`src/rtl/cam_cfg_pkg.sv`:
```
// Shared types and constants for the camera
// register-init sequencer.
package cam_cfg_pkg;

  localparam int ROM_IDX_W = 8;

  localparam logic [15:0] ROM_END   = 16'hFFFF;
  localparam logic [15:0] ROM_DELAY = 16'hFFF0;

  typedef enum logic [2:0] {
    S_IDLE,
    S_FETCH,
    S_DECODE,
    S_DELAY,
    S_SEND,
    S_WAIT_DONE,
    S_DONE
  } state_t;

endpackage

```
`src/rtl/camera_config_ctrl_if.sv`:
```
// SCCB write-request bundle: valid/ready
// request plus a completion pulse.
interface camera_config_ctrl_if;

  logic       sccb_valid;
  logic [7:0] sccb_addr;
  logic [7:0] sccb_data;
  logic       sccb_ready;
  logic       sccb_done;

  modport master (
    output sccb_valid,
    output sccb_addr,
    output sccb_data,
    input  sccb_ready,
    input  sccb_done
  );

  modport slave (
    input  sccb_valid,
    input  sccb_addr,
    input  sccb_data,
    output sccb_ready,
    output sccb_done
  );

endinterface

```
`src/rtl/cam_cfg_delay_cnt.sv`:
```
// Loadable down-counter that stops at zero;
// used for settle delays and the watchdog.
module cam_cfg_delay_cnt #(
  parameter int W = 32
) (
  input  logic         clk,
  input  logic         rst,
  input  logic         i_load,
  input  logic [W-1:0] i_load_val,
  input  logic         i_dec,
  output logic         o_zero
);

  logic [W-1:0] r_cnt;

  // load has priority; decrement saturates at zero
  always_ff @(posedge clk) begin
    if (rst) begin
      r_cnt <= '0;
    end else if (i_load) begin
      r_cnt <= i_load_val;
    end else if (i_dec && (r_cnt != '0)) begin
      r_cnt <= r_cnt - 1'b1;
    end
  end

  assign o_zero = (r_cnt == '0);

endmodule

```
`src/rtl/camera_config_ctrl.sv`:
```
// OV7670 init-table sequencer: ROM walk, SCCB writes.
// Optional watchdog: define CAM_CFG_TIMEOUT_EN.
module camera_config_ctrl
  import cam_cfg_pkg::*;
#(
  parameter int DELAY_CYCLES   = 250000,
  parameter int MAX_ENTRIES    = 255,
  parameter int TIMEOUT_CYCLES = 1000000
) (
  input  logic                 clk,
  input  logic                 rst,
  input  logic                 i_start,
  output logic [ROM_IDX_W-1:0] o_rom_select,
  input  logic [15:0]          i_rom_out,
  camera_config_ctrl_if.master sccb,
  output logic                 o_busy,
  output logic                 o_done,
  output logic                 o_error
);

  // one counter width serves both delay and watchdog
  localparam int CNT_MAX = (DELAY_CYCLES > TIMEOUT_CYCLES)
                         ? DELAY_CYCLES : TIMEOUT_CYCLES;
  localparam int CNT_W   = $clog2(CNT_MAX + 1);

  localparam logic [CNT_W-1:0] DLY_LOAD =
    CNT_W'(DELAY_CYCLES - 1);
  localparam logic [ROM_IDX_W-1:0] MAX_IDX =
    ROM_IDX_W'(MAX_ENTRIES);

  state_t               r_state;
  state_t               w_state_nxt;
  logic [ROM_IDX_W-1:0] r_sel;
  logic [ROM_IDX_W-1:0] w_sel_nxt;
  logic                 r_valid;
  logic                 w_valid_nxt;
  logic [7:0]           r_addr;
  logic [7:0]           w_addr_nxt;
  logic [7:0]           r_data;
  logic [7:0]           w_data_nxt;
  logic                 r_busy;
  logic                 w_busy_nxt;
  logic                 r_done;
  logic                 w_done_nxt;
  logic                 r_err;
  logic                 w_err_nxt;

  logic w_dly_load;
  logic w_dly_dec;
  logic w_dly_zero;
  logic w_adv;
  logic w_at_max;
  logic w_in_xfer;
  logic w_timeout;

  assign w_at_max  = (r_sel == MAX_IDX);
  assign w_in_xfer = (r_state == S_SEND) ||
                     (r_state == S_WAIT_DONE);

  cam_cfg_delay_cnt #(.W(CNT_W)) u_dly (
    .clk        (clk),
    .rst        (rst),
    .i_load     (w_dly_load),
    .i_load_val (DLY_LOAD),
    .i_dec      (w_dly_dec),
    .o_zero     (w_dly_zero)
  );

`ifdef CAM_CFG_TIMEOUT_EN
  localparam logic [CNT_W-1:0] WD_LOAD =
    CNT_W'(TIMEOUT_CYCLES - 1);

  logic w_wd_zero;

  // reloaded whenever no write is in flight
  cam_cfg_delay_cnt #(.W(CNT_W)) u_wd (
    .clk        (clk),
    .rst        (rst),
    .i_load     (!w_in_xfer),
    .i_load_val (WD_LOAD),
    .i_dec      (w_in_xfer),
    .o_zero     (w_wd_zero)
  );

  assign w_timeout = w_in_xfer && w_wd_zero;
`else
  assign w_timeout = 1'b0;
`endif

  // next-state and next-register decode
  always_comb begin
    w_state_nxt = r_state;
    w_sel_nxt   = r_sel;
    w_valid_nxt = r_valid;
    w_addr_nxt  = r_addr;
    w_data_nxt  = r_data;
    w_err_nxt   = r_err;
    w_dly_load  = 1'b0;
    w_dly_dec   = 1'b0;
    w_adv       = 1'b0;

    unique case (r_state)
      S_IDLE, S_DONE: begin
        if (i_start) begin
          w_sel_nxt   = '0;
          w_err_nxt   = 1'b0;
          w_state_nxt = S_FETCH;
        end
      end
      S_FETCH: w_state_nxt = S_DECODE;
      S_DECODE: begin
        unique case (1'b1)
          (i_rom_out == ROM_END): begin
            w_state_nxt = S_DONE;
          end
          (i_rom_out == ROM_DELAY): begin
            w_dly_load  = 1'b1;
            w_state_nxt = S_DELAY;
          end
          default: begin
            w_addr_nxt  = i_rom_out[15:8];
            w_data_nxt  = i_rom_out[7:0];
            w_valid_nxt = 1'b1;
            w_state_nxt = S_SEND;
          end
        endcase
      end
      S_DELAY: begin
        if (w_dly_zero) w_adv = 1'b1;
        else            w_dly_dec = 1'b1;
      end
      S_SEND: begin
        if (r_valid && sccb.sccb_ready) begin
          w_valid_nxt = 1'b0;
          w_state_nxt = S_WAIT_DONE;
        end else if (w_timeout) begin
          w_valid_nxt = 1'b0;
          w_err_nxt   = 1'b1;
          w_state_nxt = S_DONE;
        end
      end
      S_WAIT_DONE: begin
        if (sccb.sccb_done) begin
          w_adv = 1'b1;
        end else if (w_timeout) begin
          w_err_nxt   = 1'b1;
          w_state_nxt = S_DONE;
        end
      end
      default: w_state_nxt = S_IDLE;
    endcase

    // index never wraps: the last slot ends the pass
    if (w_adv) begin
      if (w_at_max) begin
        w_err_nxt   = 1'b1;
        w_state_nxt = S_DONE;
      end else begin
        w_sel_nxt   = r_sel + 1'b1;
        w_state_nxt = S_FETCH;
      end
    end

    w_busy_nxt = (w_state_nxt != S_IDLE) &&
                 (w_state_nxt != S_DONE);
    w_done_nxt = (w_state_nxt == S_DONE);
  end

  // state and output registers
  always_ff @(posedge clk) begin
    if (rst) begin
      r_state <= S_IDLE;
      r_sel   <= '0;
      r_valid <= 1'b0;
      r_addr  <= '0;
      r_data  <= '0;
      r_busy  <= 1'b0;
      r_done  <= 1'b0;
      r_err   <= 1'b0;
    end else begin
      r_state <= w_state_nxt;
      r_sel   <= w_sel_nxt;
      r_valid <= w_valid_nxt;
      r_addr  <= w_addr_nxt;
      r_data  <= w_data_nxt;
      r_busy  <= w_busy_nxt;
      r_done  <= w_done_nxt;
      r_err   <= w_err_nxt;
    end
  end

  assign o_rom_select    = r_sel;
  assign sccb.sccb_valid = r_valid;
  assign sccb.sccb_addr  = r_addr;
  assign sccb.sccb_data  = r_data;
  assign o_busy          = r_busy;
  assign o_done          = r_done;
  assign o_error         = r_err;

endmodule

```
`src/flat_wrapper.sv`:
```
// flat-port wrapper written by rule: the top's interface ports become plain ports
module camera_config_ctrl_flat import cam_cfg_pkg::*;
#(
  parameter int DELAY_CYCLES   = 250000,
  parameter int MAX_ENTRIES    = 255,
  parameter int TIMEOUT_CYCLES = 1000000
)
  (clk, rst, i_start, o_rom_select, i_rom_out, o_busy, o_done, o_error, sccb_sccb_valid, sccb_sccb_addr, sccb_sccb_data, sccb_sccb_ready, sccb_sccb_done);
  camera_config_ctrl_if sccb_i ();
  input  logic clk;
  input  logic rst;
  input  logic i_start;
  output logic [ROM_IDX_W-1:0] o_rom_select;
  input  logic [15:0] i_rom_out;
  output logic o_busy;
  output logic o_done;
  output logic o_error;
  output wire logic [$bits(sccb_i.sccb_valid)-1:0] sccb_sccb_valid;
  output wire logic [$bits(sccb_i.sccb_addr)-1:0] sccb_sccb_addr;
  output wire logic [$bits(sccb_i.sccb_data)-1:0] sccb_sccb_data;
  input wire logic [$bits(sccb_i.sccb_ready)-1:0] sccb_sccb_ready;
  input wire logic [$bits(sccb_i.sccb_done)-1:0] sccb_sccb_done;
  assign sccb_sccb_valid = sccb_i.sccb_valid;
  assign sccb_sccb_addr = sccb_i.sccb_addr;
  assign sccb_sccb_data = sccb_i.sccb_data;
  assign sccb_i.sccb_ready = sccb_sccb_ready;
  assign sccb_i.sccb_done = sccb_sccb_done;
  camera_config_ctrl #(.DELAY_CYCLES(DELAY_CYCLES), .MAX_ENTRIES(MAX_ENTRIES), .TIMEOUT_CYCLES(TIMEOUT_CYCLES)) u_core (.clk(clk), .rst(rst), .i_start(i_start), .o_rom_select(o_rom_select), .i_rom_out(i_rom_out), .sccb(sccb_i), .o_busy(o_busy), .o_done(o_done), .o_error(o_error));
endmodule
```
`config.mk`:
```
export PLATFORM = sky130hd
export DESIGN_NAME = camera_config_ctrl_flat
export DESIGN_NICKNAME = d
export VERILOG_FILES = /design/src/rtl/cam_cfg_pkg.sv /design/src/rtl/camera_config_ctrl_if.sv /design/src/rtl/cam_cfg_delay_cnt.sv /design/src/rtl/camera_config_ctrl.sv /design/src/flat_wrapper.sv
export SDC_FILE = /design/constraint.sdc
export NUM_CORES = 1
export LEC_CHECK = 0
export CORE_AREA = 2 2 72 74
export CTS_CLUSTER_SIZE = 14
export DETAILED_ROUTE_END_ITERATION = 16
export DIE_AREA = 0 0 74 76
export PLACE_DENSITY = 0.9
export SLEW_MARGIN = 20
export SYNTH_ARGS = -nofsm -noshare
export SYNTH_HDL_FRONTEND = slang
export SYNTH_SLANG_ARGS = --single-unit
```
`constraint.sdc`:
```
create_clock -name clk -period 2.81 [get_ports clk]
set_input_delay 0.281 -clock clk [delete_from_list [all_inputs] [get_ports clk]]
set_output_delay 0.281 -clock clk [all_outputs]
set_load 0.02 [all_outputs]
```
==> flow_metrics.tcl <==
set metrics [dict create \
    cp_max_fo 17 \
    maxCapViolations 0 \
    layout_common_cells "dfxtp_1, clkdlybuf4s50_1, nor2_1" \
    power_density_mw_per_mm2 454 \
    root_buffer "clkbuf_8" \
    crit_type "reg -> reg" \
    hold_path_class "reg -> reg" \
    yosys_register_bits 51 \
    synth_edf_count 0 \
    slowest_delay_ns 0.56 \
    cts_resized 0 \
    gp_congestion 0.852 \
    cts_tree "done" \
    reg2regPathDepth 5 \
    finalHoldViolCount 0 \
    regToRegStartpoint "u_core.u_dly.r_cnt[2]" \
    utilization_pct 62.7 \
    grt_pass1_wl_mm 9.97 \
    drtPass1Iterations 4 \
    drive_gt1_share_pct 6.42 \
    first_global_vias 2228 \
    wl_per_cell_um 14.6 \
    syn_nets 302 \
    synth.distinct_cells 43 \
    vdd_drop_max_uv 366 \
    cp_cell_sequence "or4_4 > or2_1 > o31a_4 > or4_1 > a211oi_1" \
    numCtsBuffers 5 \
    synthArstFlopShare_pct 0 \
    grt_use_total_pct 21.9 \
    nets 350 \
    critPathCaptureType "flop" \
    min_to "u_core.o_error" \
    period_share_pct 89.5 \
    clockBufferDepth 2 \
    numPortBuffers 48 \
    start_util_pct 49.3 \
    cp.required_ns 3.03 \
    io_pins 49 \
    finalSetupTns_ns 0 \
    critPathTopFamily "simple AND/OR/NAND/NOR gates" \
    status "complete, no violations" \
    routed_wl_mm 5.78 \
    ys.flop_type "dfxtp_1" \
    rows 26 \
    finalHoldWorstSlack_ns 0.465 \
    layout_commonest_cell "dfxtp_1" \
    drt_first_iter_violations 117 \
    die_area_mm2 0.00562 \
    crit_arrival_ns 2.74 \
    cp.depth 5 \
    cp_slowest_cell "or4_4" \
    num_vias 2264 \
    clk_latency_ns 0.31 \
    crit_buf_inv 0 \
    antenna_found_initial 0 \
    netlist_area_mm2 0.00242 \
    rsz0062_at_grt "false" \
    die_h_um 76 \
    synth-warning-count 0 \
    hold_depth 2 \
    max_freq_mhz 398 \
    p_leak_uw 0.00104 \
    cts_post_setup_buffers_inserted 0 \
    antennaDiodeCount 0 \
    start_kind "flop" \
    worst_pin_slew_ns 1.01 \
    grt_max_degree 27 \
    cts_sinks 51 \
    ant_nets 0 \
    syn_inst 278 \
    syn_to_final_growth_pct 27.3 \
    final.min_clock_period_ns 2.52 \
    num-fill-cells 377 \
    gr-total-overflow 0 \
    hold_buffers 0 \
    path_clk_slew_ns 0.09 \
    core-area_mm2 0.00491 \
    clock_skew_ns 0.00902 \
    relSlewSlack_pct 32.6 \
    drc 0 \
    drv_slew 0 \
    avgSynthCellArea_um2 8.71 \
    dp_hpwl_mm 3.93 \
    r2r-end "u_core.o_rom_select[7]" \
    setup_viol 0 \
    critical_path.startpoint "u_core.u_dly.r_cnt[2]" \
    ff2ff_setup_slack_ns 0.29 \
    ctsHtreeMaxLevel 2 \
    vias_per_cell 5.70 \
    fp.dieW_um 74 \
    hp-start "u_core.o_error" \
    seq_area_frac_synth_pct 42.2 \
]
[cell families after synthesis]
logic type	count (synthesis)	share of synthesized area, %
AO/OA/AOI/OAI	53	14.5
adder cells (fa/ha/maj)	3	1.55
XOR/XNOR	15	5.43
buffers and inverters	17	3.05
multiplexers	17	7.08
flip-flops	51	42.2
AND/OR/NAND/NOR	122	26.3
[where the power goes]
group | internal [µW] | leakage [µW] | switching, µW | total, µW
registers | 741 | 0.000412 | 16.9 | 757
logic | 87.2 | 0.000572 | 88.5 | 176
clock network | 225 | 0.0000515 | 240 | 465
total | 1050 | 0.00104 | 346 | 1400
[final cells by class]
cell class / count / area, µm² / area share, %
well taps: 70 / 87.6 / 2.84
flip-flops and latches: 51 / 1020 / 33.1
multi-input cells: 210 / 1330 / 43.1
inverters: 3 / 11.3 / 0.365
repair buffers: 55 / 533 / 17.3
clock buffers: 8 / 100 / 3.25
[synth_stat cells (2+ instances only)]
library cell,count,share of area (%)
nand4b_1,2,0.72
inv_1,3,0.47
o21ai_0,9,1.9
or4_4,2,0.93
a211o_1,2,0.72
mux2i_1,16,6.6
o2111ai_1,2,0.72
xor2_1,13,4.7
buf_2,2,0.41
ha_1,3,1.6
nor3_1,8,1.7
and3_1,3,0.78
nand2b_1,4,1.0
nor4_1,4,1.0
o211ai_1,7,2.2
xnor2_1,2,0.72
nand3_1,12,2.5
nor2b_1,4,1.0
nand2_1,14,2.2
a21oi_1,17,3.5
or4_1,4,1.2
o41ai_1,2,0.72
clkbuf_1,11,1.7
nand4_1,13,3.4
dfxtp_1,51,42
a31oi_1,7,1.8
or3_1,8,2.1
nor2_1,38,5.9
[sequential cells by signal (all words and copies together), names as in the netlist, 3 cells and up]
name and flops:
u_core.o_rom_select 8, u_core.r_state 3, u_core.sccb.sccb_addr 8, u_core.sccb.sccb_data 8, u_core.u_dly.r_cnt 20
[per-layer routing]
layer	global-route usage, %	vias up	share of wire (%)
met2	34.9	63	49
met3	5.82	13	4.8
met1	28.0	1066	44
met5	0	-	0
met4	8.00	0	2.2
li1	-	1122	-
[per-stage QoR]
| stage | power, µW | instances | instance area (µm²) | setup slack [ns] |
|---|---|---|---|---|
| 2_1_floorplan | 870 | 278 | 2420 | 0.479 |
| 3_3_place_gp | 944 | 389 | 2980 | 0.380 |
| 3_5_place_dp | 948 | 389 | 2980 | 0.304 |
| 4_1_cts | 1400 | 397 | 3080 | 0.289 |
| 5_1_grt | 1450 | 397 | 3080 | 0.190 |
| 6_report | 1400 | 397 | 3080 | 0.295 |
[worst min-delay path, delay by kind of cell, from the launching register on]
kind             cells  cell delay, ns
AO/OA/AOI/OAI        1            0.05
flip-flops           1            0.32
AND/OR/NAND/NOR      1            0.05
[worst max-delay path by stage]
| stage | end | slack (ns) |
|---|---|---|
| 2_1_floorplan | u_core.o_rom_select[7] | 0.48 |
| 6_report | u_core.o_rom_select[7] | 0.29 |
| 3_5_place_dp | u_core.o_busy | 0.30 |
| 5_1_grt | u_core.o_rom_select[7] | 0.19 |
| 4_1_cts | u_core.o_rom_select[7] | 0.29 |
| 3_3_place_gp | u_core.o_busy | 0.38 |
No activity file was read; power rests on OpenSTA's default activity.
